[config.mk]
export PLATFORM = sky130hd
export DESIGN_NAME = nios_setup_nios2_gen2_0_cpu_oci_dct_packer
export DESIGN_NICKNAME = d
export VERILOG_FILES = /design/src/rtl/nios_setup_nios2_gen2_0_cpu_oci_dct_packer_pkg.sv /design/src/rtl/nios_setup_nios2_gen2_0_cpu_oci_dct_outreg.sv /design/src/rtl/nios_setup_nios2_gen2_0_cpu_oci_dct_packer.sv
export SDC_FILE = /design/constraint.sdc
export NUM_CORES = 1
export LEC_CHECK = 0
export BUFFER_PORTS_ARGS = -buffer_cell sky130_fd_sc_hd__buf_2
export CAP_MARGIN = 20
export CORE_UTILIZATION = 54
export CTS_BUF_LIST = sky130_fd_sc_hd__clkbuf_4 sky130_fd_sc_hd__clkbuf_8
export DETAILED_ROUTE_END_ITERATION = 10
export GPL_TIMING_DRIVEN = 0
export HOLD_SLACK_MARGIN = 0.08
export PLACE_DENSITY = 0.82
export SLEW_MARGIN = 30
export SYNTH_ARGS = -nofsm -noshare
export SYNTH_HDL_FRONTEND = slang
export SYNTH_SLANG_ARGS = --single-unit
[constraint.sdc]
create_clock -name clk -period 3.25 [get_ports clk]
set_input_delay 0.65 -clock clk [delete_from_list [all_inputs] [get_ports clk]]
set_output_delay 0.65 -clock clk [all_outputs]
set_load 0.02 [all_outputs]
[src/rtl/nios_setup_nios2_gen2_0_cpu_oci_dct_packer_pkg.sv]
// Shared constants, output-register state encoding and the atom slot helper
// for the OCI debug-compressed-trace frame packer.
package nios_setup_nios2_gen2_0_cpu_oci_dct_packer_pkg;

  localparam int unsigned ATOM_W = 2;
  localparam int unsigned ATOMS  = 15;
  localparam int unsigned CNT_W  = 4;
  localparam int unsigned BUF_W  = ATOM_W * ATOMS;

  typedef enum logic {
    OutEmpty,
    OutFull
  } out_state_e;

  // Returns buf with atom written into slot idx (slot 0 = oldest, at the LSBs).
  function automatic logic [BUF_W-1:0] slot_put(input logic [BUF_W-1:0]  buf_in,
                                                input logic [CNT_W-1:0]  idx,
                                                input logic [ATOM_W-1:0] atom);
    logic [BUF_W-1:0] res;
    res = buf_in;
    res[ATOM_W*idx +: ATOM_W] = atom;
    return res;
  endfunction

endpackage

[src/rtl/nios_setup_nios2_gen2_0_cpu_oci_dct_outreg.sv]
// Output frame register of the DCT packer: holds one frame and its atom count
// stable until the consumer handshakes it.
module nios_setup_nios2_gen2_0_cpu_oci_dct_outreg
  import nios_setup_nios2_gen2_0_cpu_oci_dct_packer_pkg::*;
(
  input  logic             clk,
  input  logic             reset,
  input  logic             load,
  input  logic [BUF_W-1:0] load_buf,
  input  logic [CNT_W-1:0] load_cnt,
  input  logic             frame_ready,
  output logic             out_free,
  output logic [BUF_W-1:0] dct_buffer,
  output logic [CNT_W-1:0] dct_count,
  output logic             frame_valid
);

  out_state_e       state_q;
  logic [BUF_W-1:0] buf_q;
  logic [CNT_W-1:0] cnt_q;

  assign frame_valid = (state_q == OutFull);
  assign out_free    = !frame_valid || frame_ready;
  assign dct_buffer  = buf_q;
  assign dct_count   = cnt_q;

  // Load a new frame when the accumulator transfers; otherwise empty on handshake.
  always_ff @(posedge clk) begin
    if (reset) begin
      state_q <= OutEmpty;
      buf_q   <= '0;
      cnt_q   <= '0;
    end else begin
      unique case (state_q)
        OutEmpty: begin
          if (load) begin
            state_q <= OutFull;
            buf_q   <= load_buf;
            cnt_q   <= load_cnt;
          end
        end
        OutFull: begin
          if (load) begin
            buf_q <= load_buf;
            cnt_q <= load_cnt;
          end else if (frame_ready) begin
            state_q <= OutEmpty;
          end
        end
        default: state_q <= OutEmpty;
      endcase
    end
  end

endmodule

[src/rtl/nios_setup_nios2_gen2_0_cpu_oci_dct_packer.sv]
// OCI debug-compressed-trace packer: collects 2-bit trace atoms into 15-atom
// frames and hands them to the consumer over a valid/ready interface. Trace is
// lossy; atoms arriving when nothing can take them are dropped and flagged.
// Optional feature: define DCT_DROP_COUNT_EN for an 8-bit saturating drop_cnt port.
module nios_setup_nios2_gen2_0_cpu_oci_dct_packer
  import nios_setup_nios2_gen2_0_cpu_oci_dct_packer_pkg::*;
(
  input  logic              clk,
  input  logic              reset,
  input  logic              atom_valid,
  input  logic [ATOM_W-1:0] atom_data,
  input  logic              flush,
  output logic              atom_ready,
  output logic [BUF_W-1:0]  dct_buffer,
  output logic [CNT_W-1:0]  dct_count,
  output logic              frame_valid,
  input  logic              frame_ready,
  output logic              overflow
`ifdef DCT_DROP_COUNT_EN
  ,
  output logic [7:0]        drop_cnt
`endif
);

  logic [BUF_W-1:0] acc_buf_q, acc_buf_d;
  logic [CNT_W-1:0] acc_cnt_q, acc_cnt_d;
  logic             flush_pend_q, flush_pend_d;
  logic             overflow_q;

  logic             out_free;
  logic             acc_full;
  logic             accept;
  logic             drop;
  logic             load;
  logic [BUF_W-1:0] load_buf;
  logic [CNT_W-1:0] load_cnt;
  logic [BUF_W-1:0] merged;
  logic [CNT_W-1:0] post_cnt;

  // Accept/drop decision and accumulator-to-output transfer.
  always_comb begin
    acc_full     = (acc_cnt_q == CNT_W'(ATOMS));
    atom_ready   = !acc_full || out_free;
    accept       = atom_valid && atom_ready;
    drop         = atom_valid && !atom_ready;
    acc_buf_d    = acc_buf_q;
    acc_cnt_d    = acc_cnt_q;
    flush_pend_d = flush_pend_q;
    load         = 1'b0;
    load_buf     = acc_buf_q;
    load_cnt     = acc_cnt_q;
    merged       = acc_buf_q;
    post_cnt     = acc_cnt_q;

    if (acc_full) begin
      if (out_free) begin
        // Ship the held full frame; a same-cycle atom starts the next frame.
        load         = 1'b1;
        acc_buf_d    = '0;
        acc_cnt_d    = '0;
        flush_pend_d = 1'b0;
        if (accept) begin
          acc_buf_d    = slot_put('0, CNT_W'(0), atom_data);
          acc_cnt_d    = CNT_W'(1);
          flush_pend_d = flush;
        end
      end else if (flush) begin
        flush_pend_d = 1'b1;
      end
    end else begin
      merged   = accept ? slot_put(acc_buf_q, acc_cnt_q, atom_data) : acc_buf_q;
      post_cnt = acc_cnt_q + CNT_W'(accept);
      if (out_free && ((post_cnt == CNT_W'(ATOMS)) ||
                       ((flush || flush_pend_q) && (post_cnt != '0)))) begin
        load         = 1'b1;
        load_buf     = merged;
        load_cnt     = post_cnt;
        acc_buf_d    = '0;
        acc_cnt_d    = '0;
        flush_pend_d = 1'b0;
      end else begin
        acc_buf_d = merged;
        acc_cnt_d = post_cnt;
        // Only reachable with the output busy: remember the flush for later.
        if (flush && (post_cnt != '0)) begin
          flush_pend_d = 1'b1;
        end
      end
    end
  end

  // Accumulator, pending-flush and overflow-pulse registers.
  always_ff @(posedge clk) begin
    if (reset) begin
      acc_buf_q    <= '0;
      acc_cnt_q    <= '0;
      flush_pend_q <= 1'b0;
      overflow_q   <= 1'b0;
    end else begin
      acc_buf_q    <= acc_buf_d;
      acc_cnt_q    <= acc_cnt_d;
      flush_pend_q <= flush_pend_d;
      overflow_q   <= drop;
    end
  end

  assign overflow = overflow_q;

`ifdef DCT_DROP_COUNT_EN
  logic [7:0] drop_cnt_q;

  // Saturating dropped-atom counter, cleared only by reset.
  always_ff @(posedge clk) begin
    if (reset) begin
      drop_cnt_q <= '0;
    end else if (drop && (drop_cnt_q != 8'hFF)) begin
      drop_cnt_q <= drop_cnt_q + 8'd1;
    end
  end

  assign drop_cnt = drop_cnt_q;
`endif

  nios_setup_nios2_gen2_0_cpu_oci_dct_outreg u_outreg (
    .clk         (clk),
    .reset       (reset),
    .load        (load),
    .load_buf    (load_buf),
    .load_cnt    (load_cnt),
    .frame_ready (frame_ready),
    .out_free    (out_free),
    .dct_buffer  (dct_buffer),
    .dct_count   (dct_count),
    .frame_valid (frame_valid)
  );

endmodule
---- Yosys cells after proc, flatten, opt, wreduce, memory -nomap -nowiden ----
Index checks and enable logic that the tools add are counted.
Widths: inputs -> output; s select.
word-level totals
  output and inout port bits .............. 37
  logic and storage cells ................. 60
  flip-flop bits (word level) ............. 71
  input bits .............................. 7
operators by class
  add/subtract/negate cells ............... 2
  shift operators ......................... 2
  reductions and logical operators ........ 15
  equal/unequal tests ..................... 4
  bitwise gates (word level) .............. 1
  muxes and demuxes ....................... 29
operators by type and width
  cell                     count
  $mux 30                  7
  $neg 5->34               1
  $shift 2x34->30 const A  1
  $shiftx 2x34->30         1
  $bwmux 30                1
  $mux 4                   6
  $mux 1                   13
  $eq 4x4->1 const B       2
  $logic_and 1x1->1        5
  $add 4x1->4              1
  $logic_or 1x1->1         4
  $reduce_bool 4->1        1
  $logic_not 1->1          3
  $ne 3x3->1 const B       1
  $reduce_bool 3->1        1
  $mux 2                   1
  $ne 2x2->1 const B       1
  $pmux 1 s2               1
  $reduce_and 2->1         1
  $not 1->1                1

---- Depth between registers and ports, before layout ----
  depth after elaboration ................. 13
  mapped depth ............................ 13
  gate-level depth less buffers ........... 12

---- Hierarchy ----
From an unflattened synthesis, not the netlist that was laid out.
second synthesis, totals
  cells, all modules ...................... 378
  area, all modules ....................... 3590.9 um^2
modules (own cells, without submodules)
  module                                      area an instance (um^2)  sequential area each (um^2)  cells an instance  instances
  nios_setup_nios2_gen2_0_cpu_oci_dct_packer  2316.0                   720.7                        264                1
  nios_setup_nios2_gen2_0_cpu_oci_dct_outreg  1275.0                   700.7                        114                1

---- Worst setup path before layout ----
No wires, ideal clock.
  path type ............................... flip-flop to flip-flop
  start ................................... register acc_cnt_q[1]
  end ..................................... register u_outreg.buf_q[16], in the netlist u_outreg.dct_buffer[16]
  data arrival time ....................... 3.367 ns
  data required time ...................... 3.179 ns
  setup time .............................. 0.071 ns
  path slack .............................. -0.188 ns
  path buffers ............................ 1
  cell stages (with the launch flop) ...... 14
  clock period less this slack ............ 3.438 ns
  path through ............................ dfxtp_1 ha_1 nand3_2 o21ai_0 inv_1 ha_1 ha_1 xor2_2 a311o_1 a211oi_2 nor2_2 nor2_2 buf_2 o2bb2ai_1
on the way
  longest elaborated chain between the ends .. 12
  elaborated cells between the ends (all ways) .. 20
  classes of those cells .................. 2 x add/sub; 2 x eq/ne; 2 x shift; 7 x mux; 7 x reduce/logical
ends and longest elaborated chain
  element                   RTL line                                                                                            text
  start: declaration        nios_setup_nios2_gen2_0_cpu_oci_dct_packer.sv:26                                                    logic [CNT_W-1:0] acc_cnt_q, acc_cnt_d;
  start signal: assignment  nios_setup_nios2_gen2_0_cpu_oci_dct_packer.sv:101                                                   acc_cnt_q <= acc_cnt_d;
  $eq 4x4->1                nios_setup_nios2_gen2_0_cpu_oci_dct_packer.sv:42                                                    acc_full = (acc_cnt_q == CNT_W'(ATOMS));
  $logic_not 1->1           nios_setup_nios2_gen2_0_cpu_oci_dct_packer.sv:43                                                    atom_ready = !acc_full || out_free;
  $logic_or 1x1->1          nios_setup_nios2_gen2_0_cpu_oci_dct_packer.sv:43
  $logic_and 1x1->1         nios_setup_nios2_gen2_0_cpu_oci_dct_packer.sv:44                                                    accept = atom_valid && atom_ready;
  $add 4x1->4               nios_setup_nios2_gen2_0_cpu_oci_dct_packer.sv:72                                                    post_cnt = acc_cnt_q + CNT_W'(accept);
  $reduce_bool 4->1         nios_setup_nios2_gen2_0_cpu_oci_dct_packer.sv:74                                                    ((flush || flush_pend_q) && (post_cnt != '0)))) begin
  $logic_and 1x1->1         nios_setup_nios2_gen2_0_cpu_oci_dct_packer.sv:74
  $logic_or 1x1->1          nios_setup_nios2_gen2_0_cpu_oci_dct_packer.sv:73                                                    if (out_free && ((post_cnt == CNT_W'(ATOMS)) ||
  $logic_and 1x1->1         nios_setup_nios2_gen2_0_cpu_oci_dct_packer.sv:73
  $mux 30                   nios_setup_nios2_gen2_0_cpu_oci_dct_packer.sv:73
  $mux 30                   nios_setup_nios2_gen2_0_cpu_oci_dct_packer.sv:55                                                    if (acc_full) begin
  $mux 30                   nios_setup_nios2_gen2_0_cpu_oci_dct_outreg.sv:36, nios_setup_nios2_gen2_0_cpu_oci_dct_outreg.sv:43
  end signal: assignment    nios_setup_nios2_gen2_0_cpu_oci_dct_outreg.sv:38                                                    buf_q <= load_buf;
  end signal: assignment    nios_setup_nios2_gen2_0_cpu_oci_dct_outreg.sv:44                                                    buf_q <= load_buf;
  end: declaration          nios_setup_nios2_gen2_0_cpu_oci_dct_outreg.sv:19                                                    logic [BUF_W-1:0] buf_q;
Several ways; a longest one is shown, not always the timed one. The select of a mux whose other input is x is not followed.
A chain may end at the register's enable or synchronous reset.

---- Worst setup path after layout ----
  start ................................... register acc_cnt_q[0]
  end ..................................... register u_outreg.buf_q[11], in the netlist u_outreg.dct_buffer[11]
Same word-level chain as after synthesis.

==> reports/results.ini <==
[status]
outcome=finished clean

[route]
drt-wirelength-per-cell_um=19.3
ant_nets=0
firstDrtPassIters=5
finalWirelength_mm=10.5
drt-vias-per-instance=6.28
drt_iter0_drc=295
drc=0
via_count=3397

[layout]
antenna_cells=0
nFillCells=476
layout.cells.non_filler=541
area_growth_pct=23.9
fin_area_um2=4280
layout-drive-gt1-share_pct=25.5
final_nets=476

[min_path]
whs_path_depth=2
worstHoldStart=acc_buf_q[11]$_SDFFE_PP0N_
hold_class=reg2reg

[setup_path]
r2r.worst_path.cells=13
required_ns=3.49
path_common_cell=ha_2
critical_path.top_delay_family=compound AO/OA/AOI/OAI gates
cp.depth=13
crit_slowest_cell=dfxtp_4
crit_type=reg2reg
r2r_start=acc_cnt_q[0]$_SDFFE_PP0N_
start_kind=register
crit_chain=ha_2, nand3_4, o21ai_4, inv_2, ha_2, ha_4, xor2_4, a311o_1, a21oi_4, buf_4, o31a_1, or2_2, a32o_1
max_stage_delay_ns=0.37
arrival_ns=3.40
path_buf_inv=2
cp_max_fo=7
crit_start=acc_cnt_q[0]$_SDFFE_PP0N_
critical_path.endpoint_type=register

[synth]
yosysTopAreaCellShare_pct=41.1
synth_largest_area_cell=dfxtp_1
synth_area_leaders=dfxtp_1 (41%), mux2i_1 (9.6%), nor2_1 (5.3%), o2bb2ai_1 (3.0%), nand2_1 (2.9%)
synth_seq_cells=71
async_flop_share_pct=0
ys_seq_area_share_pct=41.1
synth-main-ff-cell=dfxtp_1
syn_inst=387
ys_warn_count=0
syn_nets=402
synth_edf_count=0
syn_area_um2=3460
syn_avg_cell_area_um2=8.94
ys_types=55

[timing]
period_needed_ns=3.16
skew_ns=0.0104
final_hold_viol_count=0
setup-violations-final=0
fmax_ghz=0.316
slew_headroom_pct=39.6
slew_violations=0
finalCritPeriodShare_pct=97.4
rsz0062_at_grt=no
worst_pin_slew_ns=0.899

[power_and_ir_drop]
leakage_nw=1.68
irDropWorstVdd_v=0.000342
cellPowerDensity_nw_per_um2=557

[floorplan]
fp.dieH_um=82.0
chipWidth_um=82.0
dieArea_um2=6730
start_util_pct=57.1
io_pins=44
rows=28
fp.coreArea_um2=6060

[clock_tree]
cts_tree=built
clock-sinks=71
clock_path_buffers=2
root_buffer=clkbuf_8
clk-insertion-delay-late_ns=0.35
cts_buffers=9
clkTransAtPathRegs_ns=0.07
h-tree-depth=3

[placement]
place_congestion=0.935
port_buffers=43
dpl.hpwl_mm=6.93
place_inst=505
place_area_um2=3770

[grt]
gr-usage-all-layers_pct=32.6
grt_pass1_vias=3116
antenna_found_initial=0
grt_remaining_overflow=0
grt_pass1_wl_mm=16.0
grt_max_degree=12

[job]
cap_viol_max_count=0

## cell families (layout without fill, tap and decap cells)
group | Yosys count | after routing | share of synthesized area, %
simple gates | 145 | 145 | 20.5
compound gates | 93 | 93 | 20.0
flops | 71 | 71 | 41.1
mux | 37 | 37 | 10.9
buf+inv | 29 | 108 | 3.40
fa+ha+maj | 8 | 8 | 2.89
xor+xnor | 4 | 4 | 1.23
## sequential cells by signal, indices dropped and copies added (netlist names)
name and cells:
overflow 1, u_outreg.frame_valid 1, flush_pend_q 1, acc_cnt_q 4, acc_buf_q 30, u_outreg.dct_count 4, u_outreg.dct_buffer 30
## metrics by stage
step                utilization, %  TNS [ns]  hold slack [ns]  power, mW  setup WS [ns]
CTS                           69.0         0            0.452       2.34         0.0597
floorplan                        -         0            0.432       1.32         0.0165
global placement              62.2    -43.49            0.439       1.48         -0.883
detailed placement            62.2    -46.23            0.442       1.48         -0.942
finish                        70.7         0            0.451       2.38         0.0860
global route                  70.7         0            0.478       2.47         0.0137
## layer usage
layer  share of wire, %  vias to the layer above  track usage (%)
met5                  0                        -                0
met4                3.6                        0             18.2
met3                 10                       38             7.56
met2                 46                      209             50.4
met1                 40                     1570             41.7
li1                   -                     1580                -
## Yosys cell counts (3+ instances only)
cell type,instances
o21ai_0,11
or3_1,5
o22ai_1,4
clkbuf_1,13
mux2i_1,33
nor3_1,17
or2_2,5
nor2_2,3
buf_2,4
a21oi_1,19
dfxtp_1,71
o211ai_1,3
xnor2_1,3
o32ai_1,3
a32o_1,5
o2bb2ai_1,12
a211oi_1,5
nand2_1,27
nor2b_1,3
mux2_2,4
inv_1,11
o221ai_1,6
ha_1,8
nor4_1,3
and3_1,4
nand3_1,13
nand4_1,4
nor2_1,49
a22oi_1,5
nand3b_1,3
## where the power goes
part,switching [mW],total (mW),internal [mW],leakage [nW]
logic,0.397,0.615,0.218,0.977
registers,0.0313,0.957,0.925,0.578
clock network,0.322,0.812,0.491,0.120
## layout by cell type (no fill, tap or decap), types with 10 or more instances in the layout
| cell | n |
|---|---|
| a21oi_1 | 19 |
| buf_2 | 46 |
| buf_4 | 22 |
| clkbuf_1 | 12 |
| clkbuf_8 | 11 |
| dfxtp_1 | 69 |
| inv_1 | 10 |
| mux2i_1 | 33 |
| nand2_1 | 27 |
| nand3_1 | 13 |
| nor2_1 | 49 |
| nor3_1 | 15 |
| o21ai_0 | 10 |
| o2bb2ai_1 | 12 |
## tightest hold or removal path, delay by kind of cell (launching register included)
family	cells	cell delay [ns]
flip-flops	1	0.31
AND/OR/NAND/NOR	1	0.05
AO/OA/AOI/OAI	1	0.05
## timing repair
item / CTS / global route
gates cloned: 0 / 0
hold endpoints to repair: 0 / 0
resized for setup: 20 / 8
pin swaps: 6 / 6
hold buffers: 0 / 0
setup buffers: 10 / 10
setup endpoints to repair: 71 / 63
## final cells by class
class                           count  area (um^2)  area share, %
Multi-Input combinational cell    287         2040           47.7
Sequential cell                    71         1430           33.4
Timing Repair Buffer               63          365           8.53
Clock buffer                       13          166           3.88
Tap cell                           75         93.8           2.19
Buffer                             18         80.1           1.87
Clock inverter                      3         65.1           1.52
Inverter                           11         41.3          0.964
## path summary, 6_finish.rpt
check / endpoint / slack, ns
max: u_outreg.dct_buffer[11]$_SDFFE_PP0P_ / 0.09
min: acc_buf_q[11]$_SDFFE_PP0N_ / 0.45
min reg2reg: acc_buf_q[11]$_SDFFE_PP0N_ / 0.45
max reg2reg: u_outreg.dct_buffer[11]$_SDFFE_PP0P_ / 0.09
(Power assumes the default switching activity.)
